## config.mk

```make
export PLATFORM = sky130hd
export DESIGN_NAME = xgmii_fifo_unpacker
export DESIGN_NICKNAME = d
export VERILOG_FILES = /design/src/rtl/xgmii_fifo_unpacker_pkg.sv /design/src/rtl/xgmii_fifo_unpacker.sv
export SDC_FILE = /design/constraint.sdc
export NUM_CORES = 1
export LEC_CHECK = 0
export BUFFER_PORTS_ARGS = -buffer_cell sky130_fd_sc_hd__buf_2
export CORE_MARGIN = 2
export CORE_UTILIZATION = 56
export CTS_BUF_LIST = sky130_fd_sc_hd__clkbuf_2 sky130_fd_sc_hd__clkbuf_4 sky130_fd_sc_hd__clkbuf_8
export DETAILED_ROUTE_END_ITERATION = 6
export PLACE_DENSITY = 0.82
export SLEW_MARGIN = 20
export SYNTH_ARGS = -nofsm -noshare
export SYNTH_HDL_FRONTEND = slang
export SYNTH_SLANG_ARGS = --single-unit
export TNS_END_PERCENT = 1
```

## constraint.sdc

```tcl
create_clock -name clk -period 2.6 [get_ports clk]
set_input_delay 0.13 -clock clk [delete_from_list [all_inputs] [get_ports clk]]
set_output_delay 0.13 -clock clk [all_outputs]
set_load 0.005 [all_outputs]
```

## src/rtl/xgmii_fifo_unpacker_pkg.sv

```systemverilog
// Shared XGMII constants and the 36-bit {ctrl,data} half-word type used by the FIFO unpacker.
package xgmii_fifo_unpacker_pkg;

  localparam int unsigned LaneWidth  = 8;
  localparam int unsigned HalfLanes  = 4;
  localparam int unsigned WordLanes  = 8;
  localparam int unsigned HalfWidth  = HalfLanes * (LaneWidth + 1);
  localparam int unsigned DataWidth  = WordLanes * LaneWidth;
  localparam int unsigned CtrlWidth  = WordLanes;

  localparam logic [7:0] XGMII_IDLE  = 8'h07;
  localparam logic [7:0] XGMII_START = 8'hFB;
  localparam logic [7:0] XGMII_TERM  = 8'hFD;

  localparam logic [DataWidth-1:0] IDLE_WORD64 = {WordLanes{XGMII_IDLE}};
  localparam logic [CtrlWidth-1:0] IDLE_CTRL8  = {CtrlWidth{1'b1}};

  typedef struct packed {
    logic [HalfLanes-1:0]           ctrl;
    logic [HalfLanes*LaneWidth-1:0] data;
  } half_word_t;

  // First-popped half occupies lanes 0-3, second lanes 4-7; result is {ctrl, data}.
  function automatic logic [CtrlWidth+DataWidth-1:0] pair_halves(half_word_t lo, half_word_t hi);
    return {hi.ctrl, lo.ctrl, hi.data, lo.data};
  endfunction

endpackage

```

## src/rtl/xgmii_fifo_unpacker.sv

```systemverilog
// Pops 36-bit XGMII half-words from a sync FIFO and pairs them into 64-bit data / 8-bit ctrl words.
// Optional build macro XGMII_IDLE_FILL_EN presents idle words whenever nothing is pending.
module xgmii_fifo_unpacker
  import xgmii_fifo_unpacker_pkg::*;
#(
  parameter int unsigned IN_WIDTH  = 36,
  parameter int unsigned CNT_WIDTH = 32
) (
  input  logic                 clk,
  input  logic                 rst,
  input  logic                 fifo_empty,
  output logic                 fifo_rd_en,
  input  logic [IN_WIDTH-1:0]  fifo_rd_data,
  output logic [63:0]          out_data,
  output logic [7:0]           out_ctrl,
  output logic                 out_valid,
  input  logic                 out_ready,
  output logic                 half_stall,
  output logic [CNT_WIDTH-1:0] word_cnt
);

  logic [1:0]           half_cnt_q, half_cnt_d;
  logic [1:0]           pend_cnt_q, pend_cnt_d;
  half_word_t           lo_q, lo_d, hi_q, hi_d;
  logic [63:0]          out_data_q, out_data_d;
  logic [7:0]           out_ctrl_q, out_ctrl_d;
  logic                 out_valid_q, out_valid_d;
  logic                 half_stall_q, half_stall_d;
  logic [CNT_WIDTH-1:0] word_cnt_q, word_cnt_d;

  half_word_t rd_half;
  logic       arrive;
  logic       out_free;

  assign rd_half  = half_word_t'(fifo_rd_data[HalfWidth-1:0]);
  assign arrive   = (pend_cnt_q != 2'd0);
  assign out_free = !out_valid_q || out_ready;

  assign fifo_rd_en = !rst && !fifo_empty &&
                      (({1'b0, half_cnt_q} + {1'b0, pend_cnt_q}) < 3'd2);

  always_comb begin
    half_cnt_d   = half_cnt_q;
    lo_d         = lo_q;
    hi_d         = hi_q;
    out_data_d   = out_data_q;
    out_ctrl_d   = out_ctrl_q;
    out_valid_d  = out_valid_q;
    word_cnt_d   = word_cnt_q;
    pend_cnt_d   = {1'b0, fifo_rd_en};
    half_stall_d = (half_cnt_q == 2'd1) && !arrive && fifo_empty;

    if (out_valid_q && out_ready) begin
      out_valid_d = 1'b0;
      word_cnt_d  = word_cnt_q + CNT_WIDTH'(1);
    end

    case (half_cnt_q)
      2'd2: begin
        if (out_free) begin
          {out_ctrl_d, out_data_d} = pair_halves(lo_q, hi_q);
          out_valid_d = 1'b1;
          half_cnt_d  = 2'd0;
        end
      end
      2'd1: begin
        // The arriving high half goes straight to the output when the register is free.
        if (arrive) begin
          if (out_free) begin
            {out_ctrl_d, out_data_d} = pair_halves(lo_q, rd_half);
            out_valid_d = 1'b1;
            half_cnt_d  = 2'd0;
          end else begin
            hi_d       = rd_half;
            half_cnt_d = 2'd2;
          end
        end
      end
      default: begin
        if (arrive) begin
          lo_d       = rd_half;
          half_cnt_d = 2'd1;
        end
      end
    endcase

`ifdef XGMII_IDLE_FILL_EN
    if ((half_cnt_q == 2'd0) && !arrive && fifo_empty && out_free) begin
      out_data_d  = IDLE_WORD64;
      out_ctrl_d  = IDLE_CTRL8;
      out_valid_d = 1'b1;
    end
`endif
  end

  always_ff @(posedge clk) begin
    if (rst) begin
      half_cnt_q   <= 2'd0;
      pend_cnt_q   <= 2'd0;
      lo_q         <= '0;
      hi_q         <= '0;
      out_data_q   <= '0;
      out_ctrl_q   <= '0;
      out_valid_q  <= 1'b0;
      half_stall_q <= 1'b0;
      word_cnt_q   <= '0;
    end else begin
      half_cnt_q   <= half_cnt_d;
      pend_cnt_q   <= pend_cnt_d;
      lo_q         <= lo_d;
      hi_q         <= hi_d;
      out_data_q   <= out_data_d;
      out_ctrl_q   <= out_ctrl_d;
      out_valid_q  <= out_valid_d;
      half_stall_q <= half_stall_d;
      word_cnt_q   <= word_cnt_d;
    end
  end

  assign out_data   = out_data_q;
  assign out_ctrl   = out_ctrl_q;
  assign out_valid  = out_valid_q;
  assign half_stall = half_stall_q;
  assign word_cnt   = word_cnt_q;

endmodule
```

### Yosys cells after proc, flatten, opt, wreduce, memory -nomap -nowiden

Index checks and enable logic that the tools add are counted.

| operators by class | value |
|---|---|
| add/sub/neg operators | 2 |
| order comparisons | 1 |
| eq/ne operators | 5 |
| multiplexer cells | 17 |
| bitwise gates (word level) | 2 |
| reductions and logical operators | 18 |

Operators with widths:

| operator | count |
|---|---|
| 2-to-1 mux 64 bit | 3 |
| case mux 64 bit (2 select lines) | 1 |
| adder 32 x 1 -> 32 bit, second input constant | 1 |
| 2-to-1 mux 8 bit | 3 |
| case mux 8 bit (2 select lines) | 1 |
| 2-to-1 mux 2 bit | 4 |
| != test 2 bit, second input constant | 3 |
| AND reduction 3 bit | 2 |
| nonzero test 2 bit | 3 |
| logical AND 1 bit | 5 |
| zero test 1 bit | 4 |
| case mux 2 bit (2 select lines) | 1 |
| AND reduction 4 bit | 1 |
| adder 2 x 2 -> 3 bit | 1 |
| less-than comparator 3 x 2 -> 1 bit, second input constant | 1 |
| 2-to-1 mux 1 bit | 3 |
| == test 2 x 1 -> 1 bit, second input constant | 1 |
| == test 2 bit, second input constant | 1 |
| NOT 1 bit | 2 |
| case mux 1 bit (2 select lines) | 1 |
| AND reduction 2 bit | 1 |
| OR reduction 2 bit | 1 |
| logical OR 1 bit | 1 |

| storage, ports and cells | value |
|---|---|
| bits in registers | 182 |
| input port bits | 40 |
| output and inout bits | 107 |
| logic and storage cells | 57 |

### Logic depth before layout (Yosys ltp)

Gate-level depths: netlist (run 1).

| logic depth | value |
|---|---|
| depth after elaboration | 5 |
| mapped depth | 9 |
| depth with buffers taken out | 6 |

### Worst setup path after synthesis (run 1)

OpenSTA, ideal clock, no wires.

| path | value |
|---|---|
| path type | flip-flop to flip-flop |
| start | register word_cnt_q[13] (netlist: word_cnt[13]) |
| end | register word_cnt_q[31] (netlist: word_cnt[31]) |
| library setup time | 0.123 ns |
| arrival | 1.880 ns |
| data required time | 2.477 ns |
| setup slack | 0.596 ns |
| stages on the path, launching flop included | 7 |
| path buffers | 2 |
| period minus slack after synthesis | 2.004 ns |
| cell sequence | dfxtp_1 -> nand4_1 -> or3_1 -> clkbuf_1 -> clkbuf_1 -> nor4_1 -> mux2_1 |

| on the way | value |
|---|---|
| longest elaborated chain between the ends | 1 |

Ends and longest elaborated chain:

| element | RTL line | source |
|---|---|---|
| from (decl) | xgmii_fifo_unpacker.sv:29 | `logic [CNT_WIDTH-1:0] word_cnt_q, word_cnt_d;` |
| from (signal assigned) | xgmii_fifo_unpacker.sv:116 | `word_cnt_q <= word_cnt_d;` |
| adder 32 x 1 -> 32 bit | xgmii_fifo_unpacker.sv:55 | `word_cnt_d = word_cnt_q + CNT_WIDTH'(1);` |

No other way between the ends.
A chain may end at the register's enable or synchronous reset.

### Worst setup path after layout (run 1)

| path | value |
|---|---|
| start | register word_cnt_q[0] (netlist: word_cnt[0]) |
| end | register word_cnt_q[22] (netlist: word_cnt[22]) |

The elaborated chain is that of the path after synthesis.

==> results.sh, run 1 <==
export IMPL_outcome="finished, final reports clean"
export IMPL_grt_pass1_wl_um=27100
export IMPL_synth_commonest_cells="nand2_1, dfxtp_1, a21oi_1"
export IMPL_clk_pin_slew_ps=90
export IMPL_hold_ws_ps=246
export IMPL_post_cts_buffers=0
export IMPL_slew_headroom_pct=37.3
export IMPL_antenna_found_initial=0
export IMPL_cp_max_fo=19
export IMPL_leakage_nw=3.20
export IMPL_yosys_area_top_type="dfxtp_1"
export IMPL_clock_latency_ps=460
export IMPL_path_class="flop to flop"
export IMPL_grt_max_degree=127
export IMPL_drive_gt1_share_pct=19.4
export IMPL_avgSynthCellArea_um2=8.28
export IMPL_die_h_um=115
export IMPL_nNetsFinal=1035
export IMPL_drtAntennaViolNets=0
export IMPL_place_hpwl_um=10100
export IMPL_gp_congestion=0.749
export IMPL_h_tree_depth=4
export IMPL_final_setup_viol_count=0
export IMPL_overflow=0
export IMPL_placementRows=40
export IMPL_synth_seq_cells=181
export IMPL_grt_total_usage_pct=25.7
export IMPL_viasPerCell=5.35
export IMPL_core_um2=12100
export IMPL_synth_top_cell_area_share_pct=52.2
export IMPL_drt_wl_total_um=16700
export IMPL_route_detailed_drc=0
export IMPL_clockBufferDepth=2
export IMPL_syn_num_nets=881
export IMPL_root_buffer="clkbuf_8"
export IMPL_grt_pass1_vias=5700
export IMPL_num_io_pins=147
export IMPL_drt_first_pass_iters=5
export IMPL_required_ps=2990
export IMPL_setup_slack_ps=221
export IMPL_powerDensity_nw_per_um2=589
export IMPL_clock_fmax_mhz=420
export IMPL_critPathArrivalTime_ps=2770
export IMPL_startpoint_type="flop"
export IMPL_synth_most_common_cell="nand2_1"
export IMPL_synth_edf_count=0
export IMPL_ys_types=35
export IMPL_cap_violations=0
export IMPL_cts_sink_count=181
export IMPL_hold_path_class="input pin to flop"
export IMPL_cts_tree="built"
export IMPL_post_route_period_util_pct=91.5
export IMPL_clock_skew_final_ps=14.6
export IMPL_fp_dieW_um=115
export IMPL_die_area_um2=13300
export IMPL_hold_violations=0
export IMPL_cp_end_kind="flop"
export IMPL_syn_cell_area_um2=6940
export IMPL_n_fill_cell=970
export IMPL_drv_slew=0
export IMPL_yosysSeqAreaShare_pct=52.2
export IMPL_worst_pin_slew_ps=941
export IMPL_period_needed_ps=2380
export IMPL_ys_warnings_count=0
export IMPL_rsz0062_at_grt="false"
export IMPL_cts_resized=0
export IMPL_fin_tns_setup_ps=0
export IMPL_ys_async_sr_fraction_pct=0
export IMPL_synth_cells=838
export IMPL_route_detailed_wl_per_inst_um=14.3
export IMPL_netlist_top_cells_area="dfxtp_1, nand2_1, a21oi_1"
export IMPL_start_util_pct=57.5
export IMPL_insertedDiodeCount=0
export IMPL_drt_initial_drc_count=513
export IMPL_syn2layout_area_growth_pct=23.7
export IMPL_peakVddDrop_v=0.000451
export IMPL_dr_total_vias=6274
export IMPL_numCtsBuffers=17
export IMPL_synth_main_ff_cell="dfxtp_1"
export IMPL_pre_cts_ws_ps=311
export IMPL_port_buffers=146
## where the power goes
group | internal (mW) | switching, mW
Combinational | 0.157 | 0.203
Sequential | 2.82 | 0.0287
Clock | 0.868 | 0.976
Total | 3.85 | 1.21
## worst max-delay path, stage by stage, from the launching register on
cell and delay, ps:
dfxtp_1 420, ha_1 210, nand2_1 110, or4_1 810
or4_1 580, a21oi_1 170
## sequential cells by signal, summed over array words and instances (netlist names)
register    flops
pend_cnt_q      1
lo_q           36
word_cnt       32
out_ctrl        8
half_cnt_q      2
out_valid       1
out_data       64
hi_q           36
half_stall      1
## cells by family after synthesis
kind of cell             after synthesis  share of synthesized area, %
AND/OR/NAND/NOR                      338                          20.5
AO/OA/AOI/OAI                        193                          15.8
flip-flops                           181                          52.2
buffers and inverters                 75                          4.15
multiplexers                          38                          5.50
XOR/XNOR                              10                          1.26
adder cells (fa/ha/maj)                3                         0.541
## what timing repair did
item	in CTS	in global routing
endpoints found under the hold margin	75	0
setup endpoints to repair	0	0
hold buffers	38	0
## final cells by class
class / instances / area (µm²) / share of cell area, %
Sequential cell: 181 / 3620 / 42.3
Tap cell: 168 / 210 / 2.45
Multi-Input combinational cell: 582 / 3040 / 35.5
Inverter: 12 / 45.0 / 0.525
Clock inverter: 13 / 133 / 1.55
Clock buffer: 19 / 249 / 2.90
Timing Repair Buffer: 198 / 1270 / 14.8
## cell usage in the layout (no fill, tap or decap), drive strengths merged, types with 12 or more instances in the layout
cell type and n:
mux2i 37, nand2 230, buf 160, dfxtp 181
clkbuf 19, or3 14, dlygate4sd3 38, nor2 49
nand3 12, a211oi 36, inv 13, a21oi 131
## layer usage
metal | global-route usage [%] | routed length (µm)
met1 | 31.9 | 7280
met2 | 42.9 | 8210
met3 | 6.59 | 928
met4 | 10.0 | 318
met5 | 0 | 0
## through the flow
step | cells | utilization [%] | area [µm²] | power, mW
floorplan | 838 | - | 6940 | 3.10
global route | 1173 | 71.1 | 8580 | 5.25
CTS | 1173 | 71.1 | 8580 | 5.09
detailed placement | 1103 | 64.8 | 7810 | 3.23
global placement | 1103 | 64.8 | 7810 | 3.22
finish | 1173 | 71.1 | 8580 | 5.05
## worst paths after layout
kind | start | slack [ps] | cells past startpoint | end
worst max-delay path | word_cnt[0]$_SDFFE_PP0P_ | 220 | 5 | word_cnt[22]$_SDFFE_PP0P_
worst min-delay path | rst | 250 | 2 | word_cnt[29]$_SDFFE_PP0P_
worst max register to register | word_cnt[0]$_SDFFE_PP0P_ | 220 | 5 | word_cnt[22]$_SDFFE_PP0P_
worst min register to register | lo_q[18]$_SDFFE_PP0P_ | 450 | 2 | out_data[18]$_SDFFE_PP0P_
Note: power is estimated with default switching activity, not from simulation.
==> inputs of run 2 (changes only) <==
--- a/config.mk
+++ b/config.mk
@@ -11,6 +11,7 @@
 export CTS_BUF_LIST = sky130_fd_sc_hd__clkbuf_2 sky130_fd_sc_hd__clkbuf_4 sky130_fd_sc_hd__clkbuf_8
 export DETAILED_ROUTE_END_ITERATION = 6
 export PLACE_DENSITY = 0.82
+export RECOVER_POWER = 100
 export SLEW_MARGIN = 20
 export SYNTH_ARGS = -nofsm -noshare
 export SYNTH_HDL_FRONTEND = slang
==> run 2 against run 1 <==
Via count fell by 0.75%. Count of clock-buffer cells in the layout stayed put. Flip-flop and latch count is the same. Critical path type unchanged. Critical endpoint unchanged. Sequential power about the same. Register-to-register slack hardly changed. Wire length up 0.45%. Clock power hardly changed. Clock skew up 1.2 ps. Die area did not move. Power about the same. Core utilization down 1.2 points.
==> results.sh, run 2 (synthesis gave the netlist of run 1 again) <==
export IMPL_grt_total_usage_pct=25.7
export IMPL_num_io_pins=147
export IMPL_hold_violations=0
export IMPL_clock_latency_ps=460
export IMPL_reg2reg_depth=5
export IMPL_viasPerCell=5.31
export IMPL_fp_dieW_um=115
export IMPL_hold_ws_ps=251
export IMPL_start_util_pct=57.5
export IMPL_gp_congestion=0.749
export IMPL_drt_first_pass_iters=4
export IMPL_antenna_found_initial=0
export IMPL_path_delay_family="simple AND/OR/NAND/NOR gates"
export IMPL_largest_reg_flops=64
export IMPL_path_buf_inv=0
export IMPL_fin_tns_setup_ps=0
export IMPL_hold_path_class="input pin to flop"
export IMPL_cts_resized=0
export IMPL_placed_area_um2=7810
export IMPL_cap_violations=0
export IMPL_path_class="flop to flop"
export IMPL_drtAntennaViolNets=0
export IMPL_drt_initial_drc_count=506
export IMPL_hold_start="rst"
export IMPL_powerDensity_nw_per_um2=599
export IMPL_n_fill_cell=1018
export IMPL_drt_wl_total_um=16800
export IMPL_r2r_end="word_cnt[22]$_SDFFE_PP0P_"
export IMPL_cp_end_kind="flop"
export IMPL_peakVddDrop_v=0.000449
export IMPL_startpoint_type="flop"
export IMPL_route_detailed_wl_per_inst_um=14.3
export IMPL_required_ps=2990
export IMPL_critPathArrivalTime_ps=2780
export IMPL_drive_gt1_share_pct=12.4
export IMPL_r2r_start="word_cnt[0]$_SDFFE_PP0P_"
export IMPL_min_delay_path_depth=2
export IMPL_nNetsFinal=1035
export IMPL_rsz0062_at_grt="false"
export IMPL_outcome="finished, final reports clean"
export IMPL_period_needed_ps=2390
export IMPL_min_to="half_cnt_q[0]$_SDFFE_PP0P_"
export IMPL_clockBufferDepth=2
export IMPL_path_cells="ha_1 -> nand2_1 -> or4_1 -> or4_1 -> a21oi_1"
export IMPL_syn2layout_area_growth_pct=21.6
export IMPL_fin_area_um2=8430
export IMPL_final_common_cell="nand2_1"
export IMPL_core_um2=12100
export IMPL_p_total_mw=5.05
export IMPL_final_setup_viol_count=0
export IMPL_dr_total_vias=6227
export IMPL_die_area_um2=13300
export IMPL_critical_path_max_stage_delay_ps=810
export IMPL_grt_pass1_vias=5700
export IMPL_placementRows=40
export IMPL_insertedDiodeCount=0
export IMPL_final_cell_mix="nand2_1, dfxtp_1, a21oi_1"
export IMPL_die_h_um=115
export IMPL_utilization_pct=69.9
export IMPL_grt_max_degree=127
export IMPL_root_buffer="clkbuf_8"
export IMPL_cp_common_cell="or4_1"
export IMPL_slew_headroom_pct=36.6
export IMPL_h_tree_depth=4
export IMPL_numCtsBuffers=17
export IMPL_drv_slew=0
export IMPL_grt_pass1_wl_um=27100
export IMPL_place_hpwl_um=10100
export IMPL_clock_fmax_mhz=419
export IMPL_crit_path_top_delay_cell="or4_1"
export IMPL_cp_max_fo=19
export IMPL_post_cts_buffers=0
export IMPL_regToRegSetupSlack_ps=210
export IMPL_leakage_nw=2.90
export IMPL_port_buffers=146
export IMPL_clk_pin_slew_ps=90
export IMPL_clock_skew_final_ps=15.8
export IMPL_route_detailed_drc=0
export IMPL_overflow=0
export IMPL_post_route_period_util_pct=91.8
export IMPL_cts_tree="built"
export IMPL_worst_pin_slew_ps=951
export IMPL_cts_sink_count=181
[run 2: cell types whose count changed in the layout (fill, tap and decap cells not counted), sizes merged]
cell    delta
buf       -71
clkbuf    +71
[run 2: metrics by stage]
step / std cells / setup slack (ps)
6_report: 1173 / 212
2_1_floorplan: 838 / 596
5_1_grt: 1173 / 88.7
4_1_cts: 1173 / 229
3_5_place_dp: 1103 / 311
3_3_place_gp: 1103 / 348
[run 2: area by class of cell]
cell class / instances / area (µm²) / share of cell area, %
Clock buffer: 19 / 249 / 2.95
Clock inverter: 13 / 133 / 1.57
Inverter: 12 / 45.0 / 0.534
Multi-Input combinational cell: 582 / 3020 / 35.9
Sequential cell: 181 / 3620 / 43.0
Tap cell: 168 / 210 / 2.49
Timing Repair Buffer: 198 / 1150 / 13.6
[run 2: metal layers]
| metal | wire length [µm] | up-vias | GRT usage (%) | share of wire [%] |
|---|---|---|---|---|
| li1 | - | 3152 | - | - |
| met1 | 7490 | 2906 | 31.9 | 45 |
| met2 | 8130 | 143 | 42.9 | 48 |
| met3 | 899 | 26 | 6.59 | 5.3 |
| met4 | 291 | 0 | 10.0 | 1.7 |
| met5 | 0 | - | 0 | 0 |
[run 2: timing repair]
| item | 4_1_cts | 5_1_grt |
|---|---|---|
| endpoints found under the setup margin | 0 | 0 |
| hold buffers | 38 | 0 |
| hold endpoints to repair | 75 | 0 |
[run 2: report_power, final]
group	switching [mW]	total (mW)	internal [mW]
Clock	0.982	1.85	0.868
Combinational	0.203	0.352	0.149
Sequential	0.0288	2.85	2.82
[run 2: worst max path at each step]
stage | start | endpoint | slack, ps | depth (start not counted)
global route | word_cnt[0]$_SDFFE_PP0P_ | word_cnt[22]$_SDFFE_PP0P_ | 90 | 5
global placement | word_cnt[0]$_SDFFE_PP0P_ | word_cnt[22]$_SDFFE_PP0P_ | 350 | 5
finish | word_cnt[0]$_SDFFE_PP0P_ | word_cnt[22]$_SDFFE_PP0P_ | 210 | 5
floorplan | word_cnt[13]$_SDFFE_PP0P_ | word_cnt[31]$_SDFFE_PP0P_ | 600 | 6
detailed placement | word_cnt[0]$_SDFFE_PP0P_ | word_cnt[22]$_SDFFE_PP0P_ | 310 | 5
CTS | word_cnt[0]$_SDFFE_PP0P_ | word_cnt[22]$_SDFFE_PP0P_ | 230 | 5
==> inputs of run 3 (changes only) <==
--- a/config.mk
+++ b/config.mk
@@ -5,13 +5,14 @@
 export SDC_FILE = /design/constraint.sdc
 export NUM_CORES = 1
 export LEC_CHECK = 0
-export BUFFER_PORTS_ARGS = -buffer_cell sky130_fd_sc_hd__buf_2
 export CORE_MARGIN = 2
-export CORE_UTILIZATION = 56
+export CORE_UTILIZATION = 60
 export CTS_BUF_LIST = sky130_fd_sc_hd__clkbuf_2 sky130_fd_sc_hd__clkbuf_4 sky130_fd_sc_hd__clkbuf_8
 export DETAILED_ROUTE_END_ITERATION = 6
-export PLACE_DENSITY = 0.82
+export DONT_BUFFER_PORTS = 1
+export PLACE_DENSITY = 0.76
 export RECOVER_POWER = 100
+export SKIP_CTS_REPAIR_TIMING = 1
 export SLEW_MARGIN = 20
 export SYNTH_ARGS = -nofsm -noshare
 export SYNTH_HDL_FRONTEND = slang
==> run 3 against run 2 <==
Sequential power is essentially flat. Clock power increased by 3%. Flip-flop and latch count unchanged. Hold slack lost 160 ps. Maximum frequency down 4.7%. Worst setup slack got worse by 120 ps. Critical path type unchanged. Largest cell class unchanged. Highest routed layer unchanged.
==> results.sh, run 3 (synthesis gave the netlist of run 1 again) <==
export IMPL_cts_tree="built"
export IMPL_drv_slew=0
export IMPL_clock_latency_ps=470
export IMPL_hold_violations=0
export IMPL_syn2layout_area_growth_pct=18.3
export IMPL_die_area_um2=12400
export IMPL_leakage_nw=2.75
export IMPL_crit_path_top_delay_cell="dlygate4sd3_1"
export IMPL_dr_total_vias=6121
export IMPL_drt_initial_drc_count=433
export IMPL_clock_skew_final_ps=10.5
export IMPL_slew_headroom_pct=31.0
export IMPL_combPwrFrac_pct=6.2
export IMPL_drive_gt1_share_pct=4.99
export IMPL_clk_pin_slew_ps=90
export IMPL_port_buffers=0
export IMPL_insertedDiodeCount=0
export IMPL_outcome="finished, final reports clean"
export IMPL_core_um2=11400
export IMPL_critical_path_max_stage_delay_ps=620
export IMPL_drtAntennaViolNets=0
export IMPL_p_int_mw=3.90
export IMPL_grt_total_usage_pct=24.5
export IMPL_num_io_pins=147
export IMPL_root_buffer="clkbuf_8"
export IMPL_grt_max_degree=184
export IMPL_final_common_cell="nand2_1"
export IMPL_r2r_end="out_data[26]$_SDFFE_PP0P_"
export IMPL_r2r_start="half_cnt_q[1]$_SDFFE_PP0P_"
export IMPL_clockBufferDepth=2
export IMPL_nNetsFinal=933
export IMPL_drt_first_pass_iters=5
export IMPL_drt_wl_total_um=17500
export IMPL_critPathArrivalTime_ps=2910
export IMPL_post_route_period_util_pct=96.4
export IMPL_setup_slack_ps=93.4
export IMPL_grt_pass1_vias=5177
export IMPL_reg2reg_depth=8
export IMPL_pre_cts_ws_ps=275
export IMPL_hold_path_class="input pin to flop"
export IMPL_seqPwrFrac_pct=56.4
export IMPL_path_buf_inv=3
export IMPL_cts_sink_count=181
export IMPL_h_tree_depth=4
export IMPL_largest_reg_flops=64
export IMPL_worst_pin_slew_ps=1040
export IMPL_gp_congestion=0.797
export IMPL_die_h_um=112
export IMPL_path_cells="inv_1 -> ha_2 -> nand2b_1 -> a21oi_4 -> buf_4 -> nand2_1 -> a21oi_1 -> dlygate4sd3_1"
export IMPL_grt_pass1_wl_um=24900
export IMPL_cap_violations=0
export IMPL_place_hpwl_um=9630
export IMPL_placed_area_um2=6980
export IMPL_cp_end_kind="flop"
export IMPL_min_delay_path_depth=2
export IMPL_fin_area_um2=8210
export IMPL_required_ps=3000
export IMPL_peakVddDrop_v=0.000446
export IMPL_min_to="word_cnt[22]$_SDFFE_PP0P_"
export IMPL_hold_start="rst"
export IMPL_cp_max_fo=50
export IMPL_regToRegSetupSlack_ps=90
export IMPL_powerDensity_nw_per_um2=618
export IMPL_route_detailed_wl_per_inst_um=16.7
export IMPL_antenna_found_initial=0
export IMPL_switching_share_pct=23.0
export IMPL_final_cell_mix="nand2_1, dfxtp_1, a21oi_1"
export IMPL_overflow=0
export IMPL_p_switching_mw=1.17
export IMPL_placementRows=39
export IMPL_start_util_pct=61.0
export IMPL_clock_fmax_mhz=399
export IMPL_final_setup_viol_count=0
export IMPL_path_class="flop to flop"
export IMPL_startpoint_type="flop"
export IMPL_hold_ws_ps=90.7
export IMPL_fp_dieW_um=112
export IMPL_viasPerCell=5.86
export IMPL_period_needed_ps=2510
export IMPL_path_delay_family="buffers and inverters"
export IMPL_p_clk_share_pct=37.4
export IMPL_route_detailed_drc=0
export IMPL_numCtsBuffers=17
-- run 3: cell types whose count changed in the layout (fill, tap and decap cells not counted), sizes merged --
cell	delta
clkbuf	-64
buf	-79
clkinv	-1
clkinvlp	-3
dlygate4sd3	+44
-- run 3: worst max-delay path by stage --
| stage | startpoint | endpoint | slack, ps | depth (start not counted) |
|---|---|---|---|---|
| 5_1_grt | half_cnt_q[1]$_SDFFE_PP0P_ | out_data[57]$_SDFFE_PP0P_ | -120 | 8 |
| 3_3_place_gp | word_cnt[0]$_SDFFE_PP0P_ | word_cnt[22]$_SDFFE_PP0P_ | 310 | 5 |
| 4_1_cts | word_cnt[0]$_SDFFE_PP0P_ | word_cnt[22]$_SDFFE_PP0P_ | 240 | 5 |
| 2_1_floorplan | word_cnt[13]$_SDFFE_PP0P_ | word_cnt[31]$_SDFFE_PP0P_ | 600 | 6 |
| 3_5_place_dp | word_cnt[0]$_SDFFE_PP0P_ | word_cnt[22]$_SDFFE_PP0P_ | 270 | 5 |
| 6_report | half_cnt_q[1]$_SDFFE_PP0P_ | out_data[26]$_SDFFE_PP0P_ | 90 | 8 |
-- run 3: layer usage --
metal	vias to the layer above	GRT usage (%)	wire (µm)
li1	2953	-	-
met1	2889	29.2	6940
met2	229	39.9	8640
met3	50	9.64	1440
met4	0	9.71	450
met5	-	0	0
-- run 3: cell type report --
cell class	count	area (µm²)
sequential	181	3620
fill	838	3160
multi-input combinational	582	3040
timing repair buffer	96	931
clock buffer	22	290
tap	143	179
clock inverter	9	101
inverter	12	45.0
-- run 3: metrics by stage --
step / utilization (%) / power (mW) / cells / TNS (ps)
after floorplan: - / 3.10 / 838 / 0
after global placement: 61.4 / 3.10 / 931 / 0
after detailed placement: 61.4 / 3.11 / 931 / 0
after CTS: 64.9 / 4.97 / 962 / 0
after global routing: 72.2 / 5.23 / 1045 / -317
final: 72.2 / 5.07 / 1045 / 0
-- run 3: power groups by stage --
stage / Clock [mW] / Combinational (mW) / Sequential (mW)
final: 1.90 / 0.315 / 2.86
after global routing: 2.02 / 0.343 / 2.86
after CTS: 1.92 / 0.188 / 2.86
after detailed placement: 0 / 0.187 / 2.92
after global placement: 0 / 0.182 / 2.92
after floorplan: 0 / 0.188 / 2.91
